[config.mk]
export PLATFORM = sky130hd
export DESIGN_NAME = irq_ctrl6502
export DESIGN_NICKNAME = d
export VERILOG_FILES = /design/src/rtl/irq_ctrl6502.sv
export SDC_FILE = /design/constraint.sdc
export NUM_CORES = 1
export LEC_CHECK = 0
export CAP_MARGIN = 20
export CORE_ASPECT_RATIO = 0.75
export CORE_UTILIZATION = 43
export DETAILED_ROUTE_END_ITERATION = 8
export PLACE_DENSITY = 0.74
export SYNTH_ARGS = -nofsm -noshare
export SYNTH_HDL_FRONTEND = slang
export SYNTH_SLANG_ARGS = --single-unit
[constraint.sdc]
create_clock -name clk -period 1.7 [get_ports clk]
set_clock_uncertainty 0.05 [all_clocks]
set_input_delay 0.17 -clock clk [delete_from_list [all_inputs] [get_ports clk]]
set_output_delay 0.17 -clock clk [all_outputs]
set_load 0.02 [all_outputs]
[src/rtl/irq_ctrl6502.sv]
// irq_ctrl6502 -- memory-mapped interrupt controller for a 6502 core.
//
// Synchronises up to NUM_SRC external IRQ sources and one NMI source.
// Each IRQ source has an enable, an edge/level mode and a polarity setting.
// The controller latches pending state and drives registered irq/nmi levels
// into the core. Software reaches it through an 8-byte register window at
// BASE_ADDR.
//
// Register map (address[2:0]):
//   0 PEND    R: pending bits           W1C: clears edge-mode bits
//   1 ENABLE  R/W
//   2 EDGE    R/W  1 = edge mode, 0 = level mode
//   3 POL     R/W  1 = active-low source
//   4 ACTIVE  R: pend & ENABLE
//   5 PRIO    R: {any_active, 4'b0, lowest active index}
//   6 NMICTL  R: {6'b0, nmi, nmi_pend}  W: bit0 = 1 clears nmi_pend
//   7 SOFT    R: 0                      W1S: sets edge-mode pend bits
//
// Ports:
//   clk      system clock, all state changes on posedge
//   reset_n  asynchronous active-low reset
//   address  CPU address bus
//   write    CPU write strobe
//   data_i   CPU write data
//   data_o   register read data, combinational, 0 when sel is low
//   sel      address falls inside the register window
//   irq_src  asynchronous IRQ sources
//   nmi_src  asynchronous NMI source
//   irq      registered IRQ level to the core
//   nmi      registered NMI level to the core (core edge-detects it)

module irq_ctrl6502 #(
   parameter int          NUM_SRC   = 8,
   parameter logic [15:0] BASE_ADDR = 16'hD000
) (
   input  logic               clk,
   input  logic               reset_n,
   input  logic [15:0]        address,
   input  logic               write,
   input  logic [7:0]         data_i,
   output logic [7:0]         data_o,
   output logic               sel,
   input  logic [NUM_SRC-1:0] irq_src,
   input  logic               nmi_src,
   output logic               irq,
   output logic               nmi
);

   localparam logic [2:0] A_PEND   = 3'd0;
   localparam logic [2:0] A_ENABLE = 3'd1;
   localparam logic [2:0] A_EDGE   = 3'd2;
   localparam logic [2:0] A_POL    = 3'd3;
   localparam logic [2:0] A_ACTIVE = 3'd4;
   localparam logic [2:0] A_PRIO   = 3'd5;
   localparam logic [2:0] A_NMICTL = 3'd6;
   localparam logic [2:0] A_SOFT   = 3'd7;

   // IRQ source path and configuration
   logic [NUM_SRC-1:0] irq_s1_q, irq_s1_d;
   logic [NUM_SRC-1:0] irq_s2_q, irq_s2_d;
   logic [NUM_SRC-1:0] irq_prev_q, irq_prev_d;
   logic [NUM_SRC-1:0] pend_q, pend_d;
   logic [NUM_SRC-1:0] enable_q, enable_d;
   logic [NUM_SRC-1:0] edge_mode_q, edge_mode_d;
   logic [NUM_SRC-1:0] pol_q, pol_d;
   logic               irq_q, irq_d;

   // NMI path
   logic nmi_s1_q, nmi_s1_d;
   logic nmi_s2_q, nmi_s2_d;
   logic nmi_prev_q, nmi_prev_d;
   logic nmi_pend_q, nmi_pend_d;
   logic gap_q, gap_d;
   logic nmi_q, nmi_d;

   // Combinational helpers
   logic               wr_en;
   logic [NUM_SRC-1:0] wr_data;
   logic [NUM_SRC-1:0] norm;
   logic [NUM_SRC-1:0] rise;
   logic [NUM_SRC-1:0] active;
   logic [NUM_SRC-1:0] pend_set;
   logic [NUM_SRC-1:0] pend_clr;
   logic               any_active;
   logic [2:0]         prio_idx;
   logic               nmi_rise;
   logic               nmi_clr;

   // Zero-extend a per-source vector onto the 8-bit data bus; bits at and
   // above NUM_SRC read back as 0.
   function automatic logic [7:0] zext(input logic [NUM_SRC-1:0] v);
      logic [7:0] r;
      r = '0;
      r[NUM_SRC-1:0] = v;
      return r;
   endfunction

   assign irq = irq_q;
   assign nmi = nmi_q;

   always_comb begin
      sel      = (address[15:3] == BASE_ADDR[15:3]);
      wr_en    = sel & write;
      wr_data  = data_i[NUM_SRC-1:0];
      norm     = irq_s2_q ^ pol_q;
      rise     = norm & ~irq_prev_q;
      active   = pend_q & enable_q;
      nmi_rise = nmi_s2_q & ~nmi_prev_q;
   end

   // Lowest-numbered active source wins: scan downward so the last hit is
   // the smallest index.
   always_comb begin
      any_active = |active;
      prio_idx   = 3'd0;
      for (int i = NUM_SRC - 1; i >= 0; i--) begin
         if (active[i]) prio_idx = 3'(i);
      end
   end

   always_comb begin
      irq_s1_d    = irq_src;
      irq_s2_d    = irq_s1_q;
      irq_prev_d  = norm;
      enable_d    = enable_q;
      edge_mode_d = edge_mode_q;
      pol_d       = pol_q;
      pend_set    = rise;
      pend_clr    = '0;
      nmi_clr     = 1'b0;

      if (wr_en) begin
         case (address[2:0])
            A_PEND:   pend_clr    = wr_data;
            A_ENABLE: enable_d    = wr_data;
            A_EDGE:   edge_mode_d = wr_data;
            A_POL:    pol_d       = wr_data;
            A_NMICTL: nmi_clr     = data_i[0];
            A_SOFT:   pend_set    = rise | wr_data;
            default:  ;
         endcase
      end

      // Edge-mode bits: set beats clear. Level-mode bits simply follow the
      // normalised input, so PEND/SOFT writes have no lasting effect there.
      pend_d = (edge_mode_q & (pend_set | (pend_q & ~pend_clr)))
             | (~edge_mode_q & norm);
      irq_d  = |active;

      nmi_s1_d   = nmi_src;
      nmi_s2_d   = nmi_s1_q;
      nmi_prev_d = nmi_s2_q;
      nmi_pend_d = nmi_rise | (nmi_pend_q & ~nmi_clr);
      // A fresh edge racing a clear keeps nmi_pend set; the one-cycle gap
      // drops nmi so the core's edge detector sees a new rising edge.
      gap_d      = nmi_rise & nmi_clr;
      nmi_d      = nmi_pend_q & ~gap_q;
   end

   always_comb begin
      data_o = 8'h00;
      if (sel) begin
         case (address[2:0])
            A_PEND:   data_o = zext(pend_q);
            A_ENABLE: data_o = zext(enable_q);
            A_EDGE:   data_o = zext(edge_mode_q);
            A_POL:    data_o = zext(pol_q);
            A_ACTIVE: data_o = zext(active);
            A_PRIO:   data_o = any_active ? {1'b1, 4'b0, prio_idx} : 8'h00;
            A_NMICTL: data_o = {6'b0, nmi_q, nmi_pend_q};
            A_SOFT:   data_o = 8'h00;
            default:  data_o = 8'h00;
         endcase
      end
   end

   always_ff @(posedge clk or negedge reset_n) begin
      if (!reset_n) begin
         irq_s1_q    <= '0;
         irq_s2_q    <= '0;
         irq_prev_q  <= '0;
         pend_q      <= '0;
         enable_q    <= '0;
         edge_mode_q <= '0;
         pol_q       <= '0;
         irq_q       <= 1'b0;
         nmi_s1_q    <= 1'b0;
         nmi_s2_q    <= 1'b0;
         nmi_prev_q  <= 1'b0;
         nmi_pend_q  <= 1'b0;
         gap_q       <= 1'b0;
         nmi_q       <= 1'b0;
      end else begin
         irq_s1_q    <= irq_s1_d;
         irq_s2_q    <= irq_s2_d;
         irq_prev_q  <= irq_prev_d;
         pend_q      <= pend_d;
         enable_q    <= enable_d;
         edge_mode_q <= edge_mode_d;
         pol_q       <= pol_d;
         irq_q       <= irq_d;
         nmi_s1_q    <= nmi_s1_d;
         nmi_s2_q    <= nmi_s2_d;
         nmi_prev_q  <= nmi_prev_d;
         nmi_pend_q  <= nmi_pend_d;
         gap_q       <= gap_d;
         nmi_q       <= nmi_d;
      end
   end

endmodule

==> reports/metrics.cfg <==
[run_status]
outcome = finished, violations left
violations = negative setup slack

[finish]
ff_latch_area_um2 = 1580
antenna_cells = 0
fin_cells = 451
final_cell_mix = 62 x dfrtp_1, 59 x buf_4, 33 x nand2_1
final_nets = 401
n_fill_cell = 465
final_common_cell = dfrtp_1
drive_gt1_frac = 0.435
multi_input_area_um2 = 1400
area_growth_pct = 50.8

[worst_setup_path]
cp.required_ps = 1480
critPathCaptureType = primary output
crit_type = flip-flop to primary output
worst_ep_arrival_time_ps = 1740
crit_fanout = 3
critPathLaunchType = flip-flop
setup.worst_path.start = pend_q[4]$_DFF_PN0_
r2r-start = pend_q[4]$_DFF_PN0_

[flow_run]
cap_viol_max_count = 0

[global_routing]
antenna_found_initial = 0
grt_use_total = 0.228
grt.overflow.total = 0
grt_pass1_vias = 2395
grt_max_degree = 64
grt_pass1_wl_mm = 11.5

[clocking]
clk_path_buf_depth = 2
cts.sinks = 63
htreeDepth = 3
cts_buffers = 9
path_clk_slew_ps = 70
cts-root-buf = clkbuf_8
cts_tree = yes
clk_latency_ps = 350

[synthesis]
ys_seq_elements = 63
async_flop_share = 1.00
syn_inst = 249
synth_nets = 285
yosysSeqAreaShare = 0.548
synth_area_per_cell_um2 = 11.6
synth_warnings = 0
synth_edf_count = 0
synthFlopType = dfrtp_1
synth_area_um2 = 2880
synthDistinctLibCells = 47

[die]
row_count = 25
io_pins = 47
die_x_um = 96.5
die_y_um = 72.8
die_area_um2 = 7030
initial_core_util = 0.451
core_area_um2 = 6380

[timing]
finalMaxSlewViolations = 0
hold_viol = 0
slew_headroom = 0.776
period_needed_ps = 1960
fin_crit_sh = 1.15
fin_ws_ps = -263
hold_ws_ps = 206
setup_violations = 6
rsz0062_at_grt = true
worst_pin_slew_ps = 336
fmax_mhz = 509

[power]
p_leak_nw = 2.02
p_per_area_nw_per_um2 = 733
ir_drop_uv = 721

[detailed_routing]
drc = 0
dr_total_vias = 2408
dr.pass1.iters = 4
routed_wl_mm = 7.34
vias_per_cell = 5.34
ant_nets = 0
wl_per_cell_um = 16.3
drtIter0Drc = 109

[hold_path]
hold_path.startpoint = irq_src[0]
hold_path_class = input pin to flip-flop

[placed_design]
dpl.cell_count = 427
place_ws_ps = -826
place.gp.congestion = 0.918
portBuffers = 46
hpwl_mm = 5.09

[sequential cells by signal, summed over array words and instances (netlist names), 8 cells and up]
| signal | flops |
|---|---|
| irq_s2_q | 8 |
| edge_mode_q | 8 |
| irq_prev_q | 8 |
| irq_s1_q | 8 |
| pend_q | 8 |
| pol_q | 8 |
| enable_q | 8 |
[cell type report]
type	instances	area share
Sequential cell	63	0.364
Clock inverter	6	0.0159
Tap cell	81	0.0233
Multi-Input combinational cell	170	0.323
Timing Repair Buffer	116	0.238
Inverter	5	0.00432
Clock buffer	10	0.0317
[worst paths after layout]
kind	end	cells past startpoint	slack, ps
setup reg to reg	irq$_DFF_PN0_	5	210
max in group asynchronous	nmi_s1_q$_DFF_PN0_	3	1010
setup / recovery	data_o[0]	6	-260
hold reg to reg	irq_s2_q[6]$_DFF_PN0_	0	300
hold / removal	irq_s1_q[0]$_DFF_PN0_	1	210
min in group asynchronous	irq_prev_q[7]$_DFF_PN0_	3	300
[cells in the mapped netlist (3+ instances only)]
cell,n,area (um^2)
nor2b_1,3,18.8
and2_1,8,50.1
clkbuf_1,5,18.8
o221a_2,4,45.0
nor2_1,11,41.3
o21ai_0,8,40.0
a21oi_1,9,45.0
buf_2,4,20.0
nor3b_1,6,45.0
inv_1,5,18.8
a221o_1,7,70.1
a211oi_1,5,37.5
dfrtp_1,63,1580
a22oi_1,3,22.5
xor2_1,8,70.1
nand2_1,33,124
a31oi_1,9,56.3
mux2_2,22,248
nand3_1,3,15.0
[power by group]
group | switching [mW] | internal, mW
registers | 0.0216 | 1.54
logic | 0.146 | 0.150
clock network | 0.601 | 0.723
[metrics by stage]
step | setup TNS, ps | total power, mW | util | cell area, um^2
2_1_floorplan | 0 | 1.67 | - | 2880
3_3_place_gp | -25030 | 1.86 | 0.611 | 3900
3_5_place_dp | -28700 | 1.87 | 0.611 | 3900
4_1_cts | -1030 | 3.20 | 0.660 | 4210
5_1_grt | -1480 | 3.30 | 0.680 | 4340
6_report | -1000 | 3.18 | 0.680 | 4340
[cell families (layout without fill, tap and decap cells)]
logic type	after synthesis	in the layout	synth area share
buffers and inverters	16	137	0.0252
AO/OA/AOI/OAI	56	56	0.142
multiplexers	25	25	0.0987
AND/OR/NAND/NOR	81	81	0.162
XOR/XNOR	8	8	0.0243
flip-flops	63	63	0.548
[worst max-delay path, cell delays in order, from the launching register on]
cell and delay, ps:
dfrtp_1 410, a22o_1 240, nand2b_4 150, nand4b_1 240
o2111ai_2 140, a21oi_2 90, buf_6 140
[per-layer routing]
layer	GRT usage	routed length (um)
met1	0.295	3340
met2	0.362	3380
met3	0.0750	507
met4	0.0768	122
met5	0	0
[repair_timing]
item / CTS / global route
buffers inserted: 4 / 3
resized for setup: 83 / 44
hold endpoints to repair: 63 / 0
hold buffers: 1 / 0
pin swaps: 10 / 13
endpoints found under the setup margin: 42 / 41
Power figures use the tool's default switching activity.
